==> src/rtl/paa_pkg.sv <==
// Shared constants and parameter legality checks for the partially
// approximate pipelined adder.
package paa_pkg;

  // Each carry segment covers two sum bits.
  localparam int SEG_W = 2;

  // Operand width must be even and within 4..64.
  function automatic bit paa_width_ok(input int width);
    return ((width % 2) == 0) && (width >= 4) && (width <= 64);
  endfunction

  // Number of approximate low-order segments is limited to 0..WIDTH/2.
  function automatic bit paa_approx_ok(input int width, input int segs);
    return (segs >= 0) && (segs <= (width / 2));
  endfunction

  // The error counter needs at least one bit.
  function automatic bit paa_cnt_ok(input int cnt_w);
    return cnt_w >= 1;
  endfunction

endpackage

==> src/rtl/paa_seg2.sv <==
// One 2-bit adder segment. It always produces both the exact and the
// approximate carry-out; mode selects which one feeds the carry chain.
module paa_seg2
  import paa_pkg::*;
(
  input  logic [SEG_W-1:0] a,
  input  logic [SEG_W-1:0] b,
  input  logic             ci,
  input  logic             mode,
  output logic [SEG_W-1:0] s,
  output logic             co,
  output logic             co_exact,
  output logic             co_approx
);

  logic c1;

  // Bit-0 full adder, then bit 1 sum and the two candidate carry-outs.
  always_comb begin
    c1        = ((a[0] ^ b[0]) & ci) | (a[0] & b[0]);
    s[0]      = a[0] ^ b[0] ^ ci;
    s[1]      = a[1] ^ b[1] ^ c1;
    co_exact  = (a[1] & b[1]) | ((a[1] ^ b[1]) & c1);
    co_approx = c1 | (a[1] & b[1]);
    co        = mode ? co_approx : co_exact;
  end

endmodule

==> src/rtl/paa_pipe_adder.sv <==
// Two-stage valid/ready pipelined adder with a partially approximate carry
// chain in the low-order segments. Stage 1 adds the lower segments, stage 2
// adds the upper segments and presents the result. An error flag marks
// results that differ from the exact sum; delivered errors are counted.
module paa_pipe_adder
  import paa_pkg::*;
#(
  parameter int WIDTH       = 16,
  parameter int APPROX_SEGS = 2,
  parameter int CNT_W       = 16
) (
  input  logic             clk,
  input  logic             rst,
  input  logic             in_valid,
  output logic             in_ready,
  input  logic [WIDTH-1:0] in0,
  input  logic [WIDTH-1:0] in1,
  input  logic             cin,
  input  logic             approx_en,
  output logic             out_valid,
  input  logic             out_ready,
  output logic [WIDTH-1:0] out,
  output logic             cout,
  output logic             err,
  output logic [CNT_W-1:0] err_cnt,
  input  logic             cnt_clr
);

  if (!paa_width_ok(WIDTH) || !paa_approx_ok(WIDTH, APPROX_SEGS) || !paa_cnt_ok(CNT_W)) begin : g_param_err
    $error("paa_pipe_adder: illegal WIDTH, APPROX_SEGS or CNT_W");
  end

  // Segments are split evenly between the stages; when the segment count is
  // odd the upper stage takes the extra segment so no segment is cut in two.
  localparam int NSEG    = WIDTH / SEG_W;
  localparam int LO_SEGS = NSEG / 2;
  localparam int LO_W    = LO_SEGS * SEG_W;
  localparam int HI_W    = WIDTH - LO_W;

  // Stage 1 state
  logic             s1_valid_reg;
  logic [LO_W-1:0]  s1_lo_sum_reg;
  logic             s1_mid_c_reg;
  logic [HI_W-1:0]  s1_a_hi_reg;
  logic [HI_W-1:0]  s1_b_hi_reg;
  logic             s1_approx_reg;
  logic             s1_lo_err_reg;

  // Stage 2 (output) state
  logic             out_valid_reg;
  logic [WIDTH-1:0] out_reg;
  logic             cout_reg;
  logic             err_reg;
  logic [CNT_W-1:0] err_cnt_reg;

  // Segment wiring: lower segments see the live operands, upper segments see
  // the stage-1 registered upper halves.
  logic [WIDTH-1:0] seg_a;
  logic [WIDTH-1:0] seg_b;
  logic [WIDTH-1:0] seg_sum;
  logic [NSEG-1:0]  seg_cin;
  logic [NSEG-1:0]  seg_co;
  logic [NSEG-1:0]  seg_co_exact;
  logic [NSEG-1:0]  seg_co_approx;
  logic [NSEG-1:0]  seg_mode;
  logic [NSEG-1:0]  seg_fire;

  logic adv1;
  logic adv2;
  logic lo_fire;
  logic hi_fire;

  assign seg_a = {s1_a_hi_reg, in0[LO_W-1:0]};
  assign seg_b = {s1_b_hi_reg, in1[LO_W-1:0]};

  for (genvar gi = 0; gi < NSEG; gi++) begin : g_seg
    localparam bit IS_LO     = (gi < LO_SEGS);
    localparam bit IS_APPROX = (gi < APPROX_SEGS);

    if (gi == 0) begin : g_first
      assign seg_cin[gi] = cin;
    end else if (gi == LO_SEGS) begin : g_mid
      assign seg_cin[gi] = s1_mid_c_reg;
    end else begin : g_chain
      assign seg_cin[gi] = seg_co[gi-1];
    end

    // Mode comes from the live input for stage-1 segments and from the
    // registered copy for stage-2 segments.
    if (IS_APPROX) begin : g_approx
      assign seg_mode[gi] = IS_LO ? approx_en : s1_approx_reg;
    end else begin : g_exact
      assign seg_mode[gi] = 1'b0;
    end

    paa_seg2 u_seg (
      .a         (seg_a[gi*SEG_W +: SEG_W]),
      .b         (seg_b[gi*SEG_W +: SEG_W]),
      .ci        (seg_cin[gi]),
      .mode      (seg_mode[gi]),
      .s         (seg_sum[gi*SEG_W +: SEG_W]),
      .co        (seg_co[gi]),
      .co_exact  (seg_co_exact[gi]),
      .co_approx (seg_co_approx[gi])
    );

    // The approximate carry only ever adds a carry the exact rule would not,
    // so the result deviates from the exact sum iff some active approximate
    // segment's two carries disagree.
    assign seg_fire[gi] = seg_mode[gi] & (seg_co_approx[gi] ^ seg_co_exact[gi]);
  end

  assign lo_fire = |seg_fire[LO_SEGS-1:0];
  assign hi_fire = |seg_fire[NSEG-1:LO_SEGS];

  // Handshake: a stage advances when its register is empty or being drained.
  assign adv2     = !out_valid_reg || out_ready;
  assign adv1     = !s1_valid_reg || adv2;
  assign in_ready = adv1;

  // Stage 1: capture lower-half sum, mid carry and upper operand halves.
  always_ff @(posedge clk) begin
    if (rst) begin
      s1_valid_reg  <= 1'b0;
      s1_lo_sum_reg <= '0;
      s1_mid_c_reg  <= 1'b0;
      s1_a_hi_reg   <= '0;
      s1_b_hi_reg   <= '0;
      s1_approx_reg <= 1'b0;
      s1_lo_err_reg <= 1'b0;
    end else if (adv1) begin
      s1_valid_reg <= in_valid;
      if (in_valid) begin
        s1_lo_sum_reg <= seg_sum[LO_W-1:0];
        s1_mid_c_reg  <= seg_co[LO_SEGS-1];
        s1_a_hi_reg   <= in0[WIDTH-1:LO_W];
        s1_b_hi_reg   <= in1[WIDTH-1:LO_W];
        s1_approx_reg <= approx_en;
        s1_lo_err_reg <= lo_fire;
      end
    end
  end

  // Stage 2: complete the upper half and hold the result until accepted.
  always_ff @(posedge clk) begin
    if (rst) begin
      out_valid_reg <= 1'b0;
      out_reg       <= '0;
      cout_reg      <= 1'b0;
      err_reg       <= 1'b0;
    end else if (adv2) begin
      out_valid_reg <= s1_valid_reg;
      if (s1_valid_reg) begin
        out_reg  <= {seg_sum[WIDTH-1:LO_W], s1_lo_sum_reg};
        cout_reg <= seg_co[NSEG-1];
        err_reg  <= s1_lo_err_reg | hi_fire;
      end
    end
  end

  // Saturating count of delivered erroneous results; clear wins.
  always_ff @(posedge clk) begin
    if (rst || cnt_clr) begin
      err_cnt_reg <= '0;
    end else if (out_valid_reg && out_ready && err_reg && (err_cnt_reg != {CNT_W{1'b1}})) begin
      err_cnt_reg <= err_cnt_reg + 1'b1;
    end
  end

  assign out_valid = out_valid_reg;
  assign out       = out_reg;
  assign cout      = cout_reg;
  assign err       = err_reg;
  assign err_cnt   = err_cnt_reg;

endmodule

==> config.mk <==
export PLATFORM = sky130hd
export DESIGN_NAME = paa_pipe_adder
export DESIGN_NICKNAME = d
export VERILOG_FILES = /design/src/rtl/paa_pkg.sv /design/src/rtl/paa_seg2.sv /design/src/rtl/paa_pipe_adder.sv
export SDC_FILE = /design/constraint.sdc
export NUM_CORES = 1
export LEC_CHECK = 0
export ABC_AREA = 1
export BUFFER_PORTS_ARGS = -buffer_cell sky130_fd_sc_hd__buf_2
export CAP_MARGIN = 25
export CORE_UTILIZATION = 49
export CTS_CLUSTER_DIAMETER = 100
export DETAILED_ROUTE_END_ITERATION = 8
export GPL_ROUTABILITY_DRIVEN = 1
export PLACE_DENSITY = 0.79
export SLEW_MARGIN = 10
export SYNTH_ARGS = -nofsm -noshare
export SYNTH_HDL_FRONTEND = slang
export SYNTH_HIERARCHICAL = 1
export SYNTH_SLANG_ARGS = --single-unit
==> constraint.sdc <==
create_clock -name clk -period 4.4 [get_ports clk]
set_clock_uncertainty 0.15 [all_clocks]
set_input_delay 0.88 -clock clk [delete_from_list [all_inputs] [get_ports clk]]
set_output_delay 0.88 -clock clk [all_outputs]
set_load 0.005 [all_outputs]
==> impl_results.md <==
* Syn Inst Count at 478
* WL final at 6960 µm
* Initial Util at 51.7%
* Htree depth at 3
* Initial antenna violation count at 0
* NumNets Final at 637
* Fraction of layout cells with a size suffix above 1 at 24.9%
* Area delta synth->final at 23.2%
* Total number of vias at 3,122
* XOR/XNOR Fraction of Synth Area at 0.782%
* Mux share of post-synthesis cell area at 0%
* FF-to-FF Start: s1_a_hi_reg[0]$_SDFFE_PP0P_
* Final Hold Vio Count at 0
* Simple-gate share of the synthesized area at 30.0%
* Critical path data required time at 4.47 ns
* First-pass GRT wire length at 12,000 µm
* Max IR drop VDD at 0.149 mV
* Reg clk slew, reported paths at 0.07 ns
* DR DRC count at 2
* Buf/Inv on CP at 9
* Synth Cell Area at 3360 µm²
* Largest net degree at the start of global routing at 45
* Fill count at 583
* Slew @ Worst Pin at 0.586 ns
* WP data arrival at 4.28 ns
* Crit start category: input port
* WL met1 at 3120 µm
* Final worst path period need at 4.21 ns
* Routed length on met3 at 315 µm
* Synth cell types at 25
* Post-route cell area at 4140 µm²
* Reg area at 1240 µm²
* Total CTS buffers at 9
* Pwr per Cell Area at 315 nW/µm²
* Vias in the first global route at 2,887
* Type of the worst min-delay path: reg -> reg
* Max-slew violation count at 0
* Max_cap viols at 0
* Footprint of the multi-input gates at 1830 µm²
* Worst R2R Path Depth at 24
* Reg2reg end: out[15]$_SDFFE_PP0P_
* CTS tree: done
* FF+latch count, synth at 62
* Status: complete, but fails checks
* Largest family of logic cells by synthesized area: simple AND/OR/NAND/NOR gates
* Crit path max fanout at 2
* Met2 WL at 3430 µm
* Levels on crit path at 25
* Worst setup path endpoint: s1_lo_sum_reg[7]$_SDFFE_PP0P_
* Final period utilization at 95.7%
* CP startpoint: in0[0]
* Max Root-Sink Buffers at 2
* YS warnings at 6
* Global router's overall resource usage at 20.8%
* DR top layer: met4
* Root buf cell: clkbuf_8
* DR WL/cell at 10.6 µm
* Sink Count at 62
* CP max stage cell: fa_1
* Latest clock arrival within the worst-skew pair at 0.33 ns
* Fraction of the mapped netlist area in adder cells at 12.9%
* GRT overflow at 0
* Dpl cell area at 3880 µm²
* First DRT Iteration DRCs at 90
* IO Port Bufs at 74
* Placer congestion estimate at 0.905
* Mean post-synth cell area at 7.03 µm²
* Sequential fraction of the synthesis area at 36.9%
* Most frequent cells in the layout: 127 x nor2_1, 73 x buf_2, 68 x nand2_1
* Most common cell after layout, fill and taps aside: nor2_1
* Die area at 7190 µm²
* TNS Setup at 0 ns
* # IOs at 75
* Via density at 4.77
* Chip Height at 84.8 µm
* CP Class: in -> reg
* Antenna Violating Nets Remaining at 0
* DP Cell Count at 636
* Nature of the critical path endpoint: flop
* Slowest stage delay, CP at 0.41 ns
* Slew headroom at 60.9%
* Antenna fix cells at 0
* DP Wirelength at 5270 µm
* Synth Area in Compound Gates at 8.94%
* Die span in x at 84.8 µm
* P_leak at 2.07 nW
* Non-Filler Instances at 655
* Fmax at 237 MHz
* CP top delay family: adder cells
* Cell Rows at 29
* Synth area leader: dfxtp_1
* Setup-failing EPs final at 0
* Top cell type's share of synthesized area at 36.9%
* Violated checks: design-rule violations
* RSZ-0062 raised after global routing: yes
* Drt first pass iters at 8
* R2R Setup Slk at 0.28 ns
* Core box area at 6490 µm²
* Synth area leaders: dfxtp_1 37%, nor2_1 14%, fa_1 9.5%
## worst min-delay path, cell delays in order (launching register included)
cell and delay [ns]:
dfxtp_1 0.32, nor2_1 0.04, nor2_1 0.08
## stage by stage
step	hold slack (ns)	util [%]	total power [mW]	setup slack, ns
floorplan	0.300	-	0.746	0.0230
global route	0.350	63.7	1.38	-0.0362
detailed placement	0.317	59.8	0.817	-0.180
global placement	0.309	59.8	0.806	-0.0791
CTS	0.332	62.9	1.31	0.146
finish	0.328	63.7	1.30	0.189
## power by group
part / internal (mW) / switching [mW] / leakage [nW]
sequential: 0.595 / 0.0205 / 0.510
combinational: 0.0897 / 0.108 / 1.45
clock: 0.275 / 0.217 / 0.102
total: 0.959 / 0.345 / 2.07
## cell type report
type                       instances  area share, %
timing repair buffer              85           11.6
multi-input combinational        338           44.3
clock buffer                      10           3.33
inverter                          77           6.98
sequential                        62           30.0
tap                               77           2.33
clock inverter                     6           1.48
## synthesized netlist by cell type (all sizes together)
cell type / n
buf: 5
inv: 77
and2: 1
conb: 1
xor2: 3
nand3: 16
dfxtp: 62
fa: 16
nand4: 5
a21oi: 13
nand2: 81
clkbuf: 7
nor2: 135
ha: 9
o21ai: 47
## worst min-delay path by stage
stage                             startpoint                            end  slack [ns]  cells after the start
6_report                   cout$_SDFFE_PP0P_              cout$_SDFFE_PP0P_        0.33                      2
3_3_place_gp             out[6]$_SDFFE_PP0P_            out[6]$_SDFFE_PP0P_        0.31                      2
3_5_place_dp               cout$_SDFFE_PP0P_              cout$_SDFFE_PP0P_        0.32                      2
2_1_floorplan  s1_lo_sum_reg[0]$_SDFFE_PP0P_  s1_lo_sum_reg[0]$_SDFFE_PP0P_        0.30                      2
5_1_grt        s1_lo_sum_reg[2]$_SDFFE_PP0P_  s1_lo_sum_reg[2]$_SDFFE_PP0P_        0.35                      2
4_1_cts                    cout$_SDFFE_PP0P_              cout$_SDFFE_PP0P_        0.33                      2
## layer usage
layer,global-route usage (%),vias up
li1,-,1628
met1,24.3,1413
met2,37.1,69
met3,5.54,12
met4,6.93,0
met5,0,-
## kinds of logic after synthesis
| group | count (synthesis) |
|---|---|
| AO/OA/AOI/OAI | 60 |
| XOR/XNOR | 3 |
| adder cells (fa/ha/maj) | 25 |
| buffers and inverters | 89 |
| flip-flops | 62 |
| other | 1 |
| AND/OR/NAND/NOR | 238 |
## timing repair
item / in CTS / in global routing
resized for setup: 0 / 13
endpoints found under the setup margin: 0 / 3
hold buffers: 0 / 0
setup buffers: 0 / 1
Power figures use the tool's default switching activity.
